$ cat config.mk
export PLATFORM = sky130hd
export DESIGN_NAME = rf_writeback_queue
export DESIGN_NICKNAME = d
export VERILOG_FILES = /design/src/rtl/rf_pkg.sv /design/src/rtl/rf_bypass_lookup.sv /design/src/rtl/rf_writeback_queue.sv
export SDC_FILE = /design/constraint.sdc
export NUM_CORES = 1
export LEC_CHECK = 0
export CORE_MARGIN = 4
export CORE_UTILIZATION = 50
export DETAILED_ROUTE_END_ITERATION = 8
export HOLD_SLACK_MARGIN = 0.03
export PLACE_DENSITY_LB_ADDON = 0.05
export SYNTH_ARGS = -nofsm -noshare
export SYNTH_HDL_FRONTEND = slang
export SYNTH_SLANG_ARGS = --single-unit
$ cat constraint.sdc
create_clock -name clk -period 3.1 [get_ports clk]
set_input_delay 0.775 -clock clk [delete_from_list [all_inputs] [get_ports clk]]
set_output_delay 0.775 -clock clk [all_outputs]
set_load 0.01 [all_outputs]
$ cat src/rtl/rf_pkg.sv
// rf_pkg: shared register-file constants and the queued writeback entry type.
package rf_pkg;
  localparam int DATA_W = 32;
  localparam int ADDR_W = 5;
  localparam int NUM_REGS = 32;
  localparam logic [ADDR_W-1:0] REG_G0 = 5'd0;
  typedef struct packed {
    logic [ADDR_W-1:0] addr;
    logic [DATA_W-1:0] data;
  } wb_entry_t;
endpackage

$ cat src/rtl/rf_bypass_lookup.sv
// rf_bypass_lookup: youngest-match forwarding of queued writes onto one read port.
module rf_bypass_lookup #(
  parameter int DEPTH = 4,
  parameter int DATA_W = rf_pkg::DATA_W,
  parameter int ADDR_W = rf_pkg::ADDR_W
) (
  input  logic [ADDR_W-1:0]             addr,
  input  logic [DEPTH-1:0][ADDR_W-1:0]  entry_addr,
  input  logic [DEPTH-1:0][DATA_W-1:0]  entry_data,
  input  logic [DEPTH-1:0]              valid,
  input  logic [$clog2(DEPTH)-1:0]      head,
  input  logic [DATA_W-1:0]             rf_data,
  output logic [DATA_W-1:0]             data
);
  localparam int PTR_W = $clog2(DEPTH);
  logic [PTR_W-1:0] idx;
  // Walk oldest to youngest so the last match found is the youngest.
  always_comb begin
    data = rf_data;
    idx = '0;
    for (int k = 0; k < DEPTH; k++) begin
      idx = head + PTR_W'(k);
      if (valid[idx] && entry_addr[idx] == addr) data = entry_data[idx];
    end
    if (addr == ADDR_W'(rf_pkg::REG_G0)) data = '0;
  end
endmodule

$ cat src/rtl/rf_writeback_queue.sv
// rf_writeback_queue: in-order writeback FIFO feeding the register-file write port,
// with forwarding of queued values onto both read operands.
module rf_writeback_queue #(
  parameter int DEPTH = 4,
  parameter int DATA_W = rf_pkg::DATA_W,
  parameter int ADDR_W = rf_pkg::ADDR_W
) (
  input  logic                     clk,
  input  logic                     reset,
  input  logic                     wb_valid,
  output logic                     wb_ready,
  input  logic [ADDR_W-1:0]        wb_addr,
  input  logic [DATA_W-1:0]        wb_data,
  input  logic                     flush,
  input  logic                     drain_en,
  output logic                     rf_ld,
  output logic [ADDR_W-1:0]        rf_addr,
  output logic [DATA_W-1:0]        rf_data,
  input  logic [ADDR_W-1:0]        rd_addr_a,
  input  logic [ADDR_W-1:0]        rd_addr_b,
  input  logic [DATA_W-1:0]        rf_pa,
  input  logic [DATA_W-1:0]        rf_pb,
  output logic [DATA_W-1:0]        op_a,
  output logic [DATA_W-1:0]        op_b,
  output logic [$clog2(DEPTH):0]   count
);
  localparam int PTR_W = $clog2(DEPTH);
  localparam int CNT_W = PTR_W + 1;
  logic [DEPTH-1:0][ADDR_W-1:0] q_addr;
  logic [DEPTH-1:0][DATA_W-1:0] q_data;
  logic [DEPTH-1:0] valid;
  logic [PTR_W-1:0] head, tail;
  logic empty, full, push, pop;
  assign empty = count == '0;
  assign full = count == CNT_W'(DEPTH);
  assign wb_ready = !reset && !flush && (!full || drain_en);
  assign rf_ld = !empty && drain_en && !flush;
  assign rf_addr = empty ? '0 : q_addr[head];
  assign rf_data = empty ? '0 : q_data[head];
  assign pop = rf_ld;
  // Writes to %g0 complete the handshake but never occupy a slot.
  assign push = wb_valid && wb_ready && wb_addr != ADDR_W'(rf_pkg::REG_G0);
  always_ff @(posedge clk or posedge reset) begin
    if (reset) begin
      head <= '0;
      tail <= '0;
      count <= '0;
      valid <= '0;
    end else if (flush) begin
      head <= tail;
      count <= '0;
      valid <= '0;
    end else begin
      if (push) tail <= tail + PTR_W'(1);
      if (pop) head <= head + PTR_W'(1);
      count <= count + CNT_W'(push) - CNT_W'(pop);
      valid <= (valid & ~(DEPTH'(pop) << head)) | (DEPTH'(push) << tail);
    end
  end
  always_ff @(posedge clk) begin
    if (push) begin
      q_addr[tail] <= wb_addr;
      q_data[tail] <= wb_data;
    end
  end
  rf_bypass_lookup #(.DEPTH(DEPTH), .DATA_W(DATA_W), .ADDR_W(ADDR_W)) u_byp_a (
    .addr(rd_addr_a), .entry_addr(q_addr), .entry_data(q_data), .valid(valid),
    .head(head), .rf_data(rf_pa), .data(op_a)
  );
  rf_bypass_lookup #(.DEPTH(DEPTH), .DATA_W(DATA_W), .ADDR_W(ADDR_W)) u_byp_b (
    .addr(rd_addr_b), .entry_addr(q_addr), .entry_data(q_data), .valid(valid),
    .head(head), .rf_data(rf_pb), .data(op_b)
  );
endmodule

# Yosys cells after proc, flatten, opt, wreduce, memory -nomap -nowiden
# Index checks and enable logic that the tools add are counted.
# totals
input_bits,116
out_inout_bits,106
reg_bits,159
# classes
bitwise_logic,4
muxes,46
n_reduce_logical,26
n_addsub,6
magnitude_cmp,6
n_eq_ne,9
shift,2
# ops
op,count
$mux W32,16
$bmux W32 S2,4
$bwmux W128,1
$demux W32 S2,1
$bmux W5 S2,4
$eq A5 B5 Y1,8
$mux W5,6
$bwmux W20,1
$logic_and A1 B1 Y1,15
$lt A2 B3 Y1 const B,5
$demux W5 S2,1
$logic_not A5 Y1,2
$bmux W1 S2,4
$shl A1 B2 Y4,2
$reduce_bool A5 Y1,1
$add A2 B1 Y2 const B,2
$add A2 B2 Y2 const B,2
$and A4 B4 Y4,1
$logic_not A1 Y1,4
$mux W1,4
$mux W2,2
$mux W4,1
$not A4 Y4,1
$or A4 B4 Y4,1
10 further kinds,10

# Logic depth before layout (Yosys ltp)
# Gate-level depths: netlist of the first run.
# depth
ltp_word,9
depth_mapped,12
depth_no_buf,11

# Hierarchy
# Synthesis of the first run repeated with hierarchy kept, for this count alone.
# unflattened
cells_unflattened,1758
hier_area_um2,16493.3
# by_module_without_submodules
module,area_per_inst_um2,n_inst,cells_each
rf_bypass_lookup,5126.2,2,729
rf_writeback_queue,6241.0,1,300

# Least setup slack after synthesis of the first run
# Ideal clock, no wire load.
# synth_path
kind,register to output
startpoint,reg head[1]
endpoint,out op_a[31]
setup_slack_ps,-104
arrival_time_ps,2429
path_buffers,3
stages_incl_launch_ff,10
t_required_ps,2325
cell_sequence,dfrtp_1 buf_4 buf_6 mux4_2 xor2_1 nor4_1 nand3_1 clkbuf_1 o211a_1 a211oi_1
# synth_via
elab_chain_cells,9
word_cells_on_any_way,40
classes_between,add/sub (3); eq/ne (4); mux (29); reduce/logical (4)
# synth_rtl
element,line,rtl
from (decl),rf_writeback_queue.sv:32,"logic [PTR_W-1:0] head, tail;"
from (signal assigned),rf_writeback_queue.sv:50,head <= tail;
from (signal assigned),rf_writeback_queue.sv:55,if (pop) head <= head + PTR_W'(1);
$add A2 B1 Y2 / $bmux W5 S2 (equally long branches),"rf_bypass_lookup.sv:22, rf_bypass_lookup.sv:23",
$bmux W5 S2 / $mux W5 (equally long branches),rf_bypass_lookup.sv:23,if (valid[idx] && entry_addr[idx] == addr) data = entry_data[idx];
$mux W5 (not written as such) / $eq A5 B5 Y1 (equally long branches),rf_bypass_lookup.sv:23,
$eq A5 B5 Y1 / $logic_and A1 B1 Y1 (equally long branches),rf_bypass_lookup.sv:23,
$logic_and A1 B1 Y1 / $mux W32 (equally long branches),rf_bypass_lookup.sv:23,
$mux W32 (2 in series),rf_bypass_lookup.sv:23,
$mux W32 (*),rf_bypass_lookup.sv:23,
$mux W32 (*),rf_bypass_lookup.sv:25,if (addr == ADDR_W'(rf_pkg::REG_G0)) data = '0;
to (decl),rf_writeback_queue.sv:23,"output logic [DATA_W-1:0] op_a,"
# Mark *: on every way between the ends. The rest lies on a longest branch, timed or not. The select of a mux whose other input is x is not followed.

# Worst setup path in the final report of the first run
# layout_path
startpoint,reg head[0]
endpoint,out op_b[13]
# layout_via
elab_chain_cells,9
word_cells_on_any_way,40
classes_between,add/sub (3); eq/ne (4); mux (29); reduce/logical (4)
# layout_rtl
element,line,rtl
$add A2 B1 Y2 / $bmux W5 S2 (equally long branches),"rf_bypass_lookup.sv:22, rf_bypass_lookup.sv:23",
$bmux W5 S2 / $mux W5 (equally long branches),rf_bypass_lookup.sv:23,
$mux W5 (not written as such) / $eq A5 B5 Y1 (equally long branches),rf_bypass_lookup.sv:23,
$eq A5 B5 Y1 / $logic_and A1 B1 Y1 (equally long branches),rf_bypass_lookup.sv:23,
$logic_and A1 B1 Y1 / $mux W32 (equally long branches),rf_bypass_lookup.sv:23,
$mux W32 (2 in series),rf_bypass_lookup.sv:23,
$mux W32 (*),rf_bypass_lookup.sv:23,
$mux W32 (*),rf_bypass_lookup.sv:25,
to (decl),rf_writeback_queue.sv:24,"output logic [DATA_W-1:0] op_b,"
# Marks and branches as above.

==> run summary, run 1 <==
Status -> finished with violations
Failing checks -> negative setup slack
GRT Max-Usage Layer -> met2
Max cap viols -> 0
Root Buffer -> clkbuf_16
PD cells -> 757 nW/µm²
Sinks on Clock Net -> 159
Post-synthesis adder-cell area fraction -> 0.731%
Finished Layout Cells -> 1971
Most frequent CP cell -> buf_4
Site row count -> 58
Crit path kind -> register to output port
Critical path's top delay family -> buffers and inverters
Ports -> 222
Starting density of the core -> 51.2%
Leakage -> 7.36 nW
Ys Warns -> 0
Met3 GRT Util -> 7.13%
Tmin final -> 4140 ps
Hold/Removal Path Class -> register to register
Buf+Inv Stages, Crit Path -> 5
Hold buffers post-CTS -> 0
Gpl congestion -> 0.878
Placed insts -> 1851
Clock Latency Late Sink -> 440 ps
Placed Area -> 17200 µm²
Biggest area consumer among synthesized cells -> edfxtp_1
Layout area overhead -> 50.6%
Final WL -> 54100 µm
CTS Buffer Depth -> 2
GR Layer Usage met1 -> 40.5%
GRT Total Usage -> 31.4%
I/O Buffers -> 221
Post-synthesis compound-gate area fraction -> 18.4%
GR Overflow Total -> 0
Worst Tran Pin Value -> 563 ps
Post-DRT Antenna Nets -> 0
Fmax -> 242 MHz
# nets final -> 1750
Initial antenna violation count -> 1
Placement Setup Slack -> -1120 ps
Total nets after synthesis -> 1385
Vias/cell -> 6.92
Register area -> 4730 µm²
CTS Buf Count -> 17
Synth Area in Simple Gates -> 15.6%
Area of the multi-input gates -> 8680 µm²
Cells after Synth -> 1262
Global routing usage on met2 -> 51.1%
Largest net degree at the start of global routing -> 70
Setup TNS -> -65280 ps
H-Tree Depth -> 4
Ys async rst share -> 6.92%
Vias in the first global route -> 12.6k
Cell area after layout -> 19600 µm²
First-pass GRT wire length -> 70300 µm
Post-layout util -> 77.1%
Routed len/inst -> 27.5 µm
Detailed placement HPWL -> 30500 µm
CP Capture Type -> output port
Largest stage delay, worst path -> 560 ps
TritonCTS clock tree -> done
#FFs+latches synth -> 159
DR pass1 iterations -> 6
Top_reg_cell synth -> edfxtp_1
Clk slew on worst S/H paths -> 70 ps
RSZ-0062 raised after global routing -> true
Final worst-path cycle share -> 133%
Largest family of logic cells by synthesized area -> multiplexers
Worst Path Max Fanout -> 8
Synth area leaders -> edfxtp_1 (34%), mux4_2 (14%), o311ai_1 (4.2%)
DIE AREA -> 28600 µm²
Netlist cell types -> 45
DR vias -> 13.6k
First DRT Iteration DRCs -> 2237
Number of synthesized flops with an enable pin -> 148
Die height -> 169 µm
Synth Area in XOR/XNOR -> 3.15%
Chip Width -> 169 µm
Residual DRC -> 0
CP required -> 2320 ps
Core Box Area -> 25400 µm²
PnR worst setup slack -> -1040 ps
Synth top area share -> 34.2%
Slew Viols, Final -> 0
Slowest-stage cell, CP -> dfrtp_4
Critical-path cell list -> buf_4, buf_4, mux4_2, xnor2_2, nand4_1, buf_4, nor3_4, buf_6, nand2_1, a31oi_2, buf_2
Register area share after synthesis -> 36.3%
Critical path launch point type -> register
Mux cell area share after synthesis -> 20.5%
Maximum VDD drop -> 0.000741 V
Clock Skew -> 7.79 ps
Mean Syn Cell Area -> 10.3 µm²
Post-Syn Area -> 13000 µm²
Final setup viols -> 94
Filler cells -> 1579
Share of cells above drive strength 1 -> 39.4%
Arr. time, crit path -> 3360 ps
Final Hold Vio Count -> 0
Slew margin rel. -> 61.4%
==> final timing paths <==
path,slack (ps),cells past startpoint,endpoint,startpoint
max,-1040,11,op_b[13],head[0]$_DFFE_PP0P_
min,610,2,head[1]$_DFFE_PP0P_,tail[1]$_DFFE_PP0P_
max reg2reg,690,11,count[2]$_DFF_PP0_,count[2]$_DFF_PP0_
min reg2reg,610,2,head[1]$_DFFE_PP0P_,tail[1]$_DFFE_PP0P_
max in group asynchronous,2110,2,head[1]$_DFFE_PP0P_,reset
min in group asynchronous,660,2,count[2]$_DFF_PP0_,reset
==> cell usage in the layout, fill, tap and decap left out, drive strengths merged, types with 56 or more instances in the layout <==
master | Yosys | final
nand3 | 68 | 68
and3 | 62 | 62
o21ai | 103 | 103
nand2 | 105 | 105
a21boi | 64 | 64
o311ai | 63 | 63
edfxtp | 148 | 148
nor2b | 68 | 68
buf | 64 | 328
clkbuf | 79 | 56
mux4 | 81 | 81
clkdlybuf4s50 | 0 | 119
a31oi | 63 | 63
==> state kept, by name, indices dropped and copies added (netlist names) <==
signal	cells
count	3
head	2
q_addr	20
q_data	128
tail	2
valid	4
==> what timing repair did <==
item                       CTS  global route
setup endpoints to repair  101           101
buffers inserted            20            46
resized for setup          389           189
cloned                       2            23
pin swaps                   39            48
hold endpoints to repair     0             0
==> worst min-delay path, cell delays in order (launching register included) <==
cell and delay, ps:
dfrtp_1 450, nand2_1 70, o21ai_0 60
==> layout make-up <==
type,count,area share (%)
Inverter,7,0.147
Timing Repair Buffer,489,25.9
Clock inverter,12,0.940
Clock buffer,20,2.33
Multi-Input combinational cell,953,44.4
Tap cell,330,2.11
Sequential cell,159,24.1
Antenna cell,1,0.0128
==> stage by stage <==
stage                     hold WS [ps]  total power (W)
after CTS                          608           0.0132
after detailed placement           593           0.0106
after global placement             579           0.0105
after global routing               650           0.0154
after floorplan                    516          0.00743
final                              613           0.0148
==> power breakdown <==
group,switching (W),internal (W)
sequential,0.000162,0.00251
combinational,0.00495,0.00487
clock,0.000920,0.00140
total,0.00603,0.00878
==> synthesized netlist by cell type (2+ instances only) <==
library cell	count
a211oi_1	32
a21boi_0	61
a21boi_1	3
a21oi_1	35
a31oi_1	63
and2_1	37
and3_1	62
and4_1	2
buf_1	3
buf_2	43
buf_4	15
buf_6	3
clkbuf_1	79
dfrtp_1	11
edfxtp_1	148
ha_1	6
inv_1	6
mux2_2	36
mux2i_1	43
mux4_2	81
nand2_1	105
nand3_1	68
nand4_1	4
nor2_1	11
nor2b_1	68
nor3_1	6
nor3_2	2
nor4_1	2
nor4_4	2
o211a_1	2
o21ai_0	103
o311ai_1	63
or3_1	2
or4_1	2
xnor2_1	24
xnor2_2	2
xor2_1	19
==> metal layers <==
metal	vias to the layer above	share of wire, %
met1	6500	35
met4	0	5.9
met5	-	0
li1	5666	-
met2	1187	46
met3	296	13
==> cells by family (layout without fill, tap and decap cells) <==
group           count (synthesis)  count (layout)
buf+inv                       150             528
simple gates                  377             377
compound gates                364             364
mux                           160             160
other cells                     0               1
xor+xnor                       45              45
flops                         159             159
fa+ha+maj                       7               7
No activity file was read; power rests on OpenSTA's default activity.
==> run 2, diff against run 1 <==
Settings changed: HOLD_SLACK_MARGIN 0.03 to 0.06.
==> results of run 2 <==
Same layout as run 1: the final DEF is identical, and so are final timing and power.
==> run 3, diff against run 2 <==
Settings changed: CORE_ASPECT_RATIO set to 0.8, GPL_ROUTABILITY_DRIVEN set to 0.
==> run summary, run 3 (synthesis gave the netlist of run 1 again) <==
Status -> finished with violations
Failing checks -> negative setup slack
Final worst-path cycle share -> 140% (+6.3 points)
Hold Path Origin -> valid[0]$_DFF_PP0_
Critical path's top delay family -> buffers and inverters
Initial antenna violation count -> 3 (+2)
Crit path kind -> register to output port
GR Overflow Total -> 0 (unchanged)
I/O Buffers -> 221 (unchanged)
Final Hold Vio Count -> 0 (unchanged)
Root Buffer -> clkbuf_16
Largest Register -> q_data
Most frequent CP cell -> buf_4
WHS Endpoint -> valid[0]$_DFF_PP0_
Max cap viols -> 0 (unchanged)
Largest stage delay, worst path -> 520 ps (-40 ps)
Slew Viols, Final -> 0 (unchanged)
DIE AREA -> 28700 µm² (about the same)
# nets final -> 1810 (+3.4%)
TritonCTS clock tree -> done
DR vias -> 14.8k (+8.8%)
Maximum VDD drop -> 0.000500 V (-32%)
Largest net degree at the start of global routing -> 48 (-31%)
First-pass GRT wire length -> 85700 µm (+22%)
Site row count -> 52 (-10%)
Biggest regs -> q_data (128), q_addr (20), valid (4)
Worst R2R Setup Slack -> 700 ps (about the same)
Clock Latency Late Sink -> 460 ps (+20 ps)
FF-to-FF End -> count[2]$_DFF_PP0_
H-Tree Depth -> 4 (unchanged)
CTS Buf Count -> 17 (unchanged)
Final WL -> 62400 µm (+15%)
PnR worst setup slack -> -1230 ps (-195 ps)
Largest register FFs -> 128 (unchanged)
Ports -> 222 (unchanged)
Clock Skew -> 11.0 ps (+3.20 ps)
First DRT Iteration DRCs -> 2705 (+21%)
Buf+Inv Stages, Crit Path -> 6 (+1)
Chip Width -> 188 µm (+11%)
CP required -> 2320 ps (about the same)
Worst r2r src -> count[2]$_DFF_PP0_
Placed insts -> 1885 (+1.8%)
Filler cells -> 1359 (-14%)
Hold buffers post-CTS -> 0 (unchanged)
CP Capture Type -> output port
Post-layout util -> 81.7% (+4.6 points)
Critical path depth in cells -> 12 (+1)
Arr. time, crit path -> 3560 ps (+200 ps)
Hold/Removal Path Class -> register to register
Most frequent cells in the layout -> buf_4 (176), edfxtp_1 (148), clkdlybuf4s50_1 (120)
Slowest-stage cell, CP -> dfrtp_4
Critical path launch point type -> register
R2R depth -> 11 (unchanged)
Cell area after layout -> 20800 µm² (+6.1%)
Final setup viols -> 96 (+2.1%)
Fmax -> 231 MHz (-4.5%)
Core Box Area -> 25400 µm² (+0.16%)
Clk slew on worst S/H paths -> 70 ps (about the same)
Routed len/inst -> 30.4 µm (+11%)
Post-DRT Antenna Nets -> 0 (unchanged)
Starting density of the core -> 51.1% (-0.081 points)
Vias in the first global route -> 14.2k (+13%)
CTS Buffer Depth -> 2 (unchanged)
RSZ-0062 raised after global routing -> true
Worst Tran Pin Value -> 527 ps (-35.8 ps)
Slew margin rel. -> 64.9% (+3.5 points)
Share of cells above drive strength 1 -> 44.5% (+5.1 points)
Commonest non-fill, non-tap cell in the layout -> buf_4
Vias/cell -> 7.23 (+4.4%)
PD cells -> 764 nW/µm² (+0.91%)
DR pass1 iterations -> 7 (+1)
Sinks on Clock Net -> 159 (unchanged)
Worst Path Max Fanout -> 5 (-3)
Finished Layout Cells -> 2053 (+4.2%)
Residual DRC -> 0 (unchanged)
Critical-path cell list -> buf_4, buf_4, mux4_2, xnor2_2, and4_4, buf_8, buf_6, buf_16, a21boi_2, o311ai_1, a31oi_1, buf_2
Detailed placement HPWL -> 32600 µm (+7.0%)
Layout area overhead -> 59.8%
Hold path depth -> 2 (unchanged)
GRT Total Usage -> 38.6% (+7.2 points)
Die height -> 152 µm (-10%)
Placed Area -> 17300 µm² (+0.72%)
Tmin final -> 4330 ps (+195 ps)
Leakage -> 7.82 nW (+6.2%)
[run 3: changes by cell type in the layout (fill, tap and decap cells not counted), sizes merged]
cell           delta
dlymetal6s2s      -3
dlygate4sd2       +1
bufbuf            +7
clkinvlp          -2
nand3             +1
clkbuf           -29
inv               +1
buf              +79
diode             +1
bufinv            -1
clkinv            +3
clkdlybuf4s50     +1
clkdlybuf4s15     +2
[run 3: repair_timing]
action                     in CTS  in global routing
buffers inserted               76                 37
cloned                         28                  7
setup endpoints to repair     100                100
hold endpoints to repair        0                  0
gates resized for setup       545                202
pin swaps                     107                 74
[run 3: routing by layer]
layer | wire, µm | vias up | global-route usage (%)
met5 | 7 | - | 0
met4 | 4970 | 2 | 21.4
met3 | 9490 | 498 | 12.3
met2 | 26900 | 1592 | 57.3
met1 | 21000 | 6976 | 50.4
li1 | - | 5776 | -
[run 3: worst max-delay path by stage]
stage                             start       end  slack (ps)
finish              head[0]$_DFFE_PP0P_   op_a[1]       -1230
floorplan           head[1]$_DFFE_PP0P_  op_a[13]         -20
CTS                 head[0]$_DFFE_PP0P_   op_b[0]       -1070
global placement           rd_addr_b[2]   op_b[0]       -1140
detailed placement         rd_addr_b[2]   op_b[0]       -1130
global route        head[0]$_DFFE_PP0P_   op_a[8]       -1270
[run 3: stage by stage]
step	setup TNS [ps]	hold WS (ps)	setup WS [ps]	power [W]
2_1_floorplan	-227	516	-15.2	0.00743
6_report	-79960	608	-1230	0.0159
3_3_place_gp	-67260	547	-1140	0.0105
5_1_grt	-84290	638	-1270	0.0163
4_1_cts	-68150	575	-1070	0.0145
3_5_place_dp	-66960	560	-1130	0.0106
[run 3: cell type report]
class / instances / area (µm²) / area share, %
multi-input cells: 954 / 9110 / 43.8
well taps: 351 / 439 / 2.11
inverters: 7 / 26.3 / 0.126
flip-flops and latches: 159 / 4730 / 22.8
clock buffers: 19 / 433 / 2.08
repair buffers: 548 / 5870 / 28.3
diodes: 2 / 5.00 / 0.0241
clock inverters: 13 / 163 / 0.783
[run 3: report_power, final]
group          internal (W)  switching [W]  total, W
logic               0.00544        0.00551    0.0110
registers           0.00251       0.000148   0.00266
clock network       0.00127       0.000982   0.00225
total               0.00922        0.00664    0.0159
[run 3: tightest hold or removal path, stage by stage (launching register included)]
cell     delay, ps
dfrtp_1        420
o41ai_1         80
a21oi_1         60
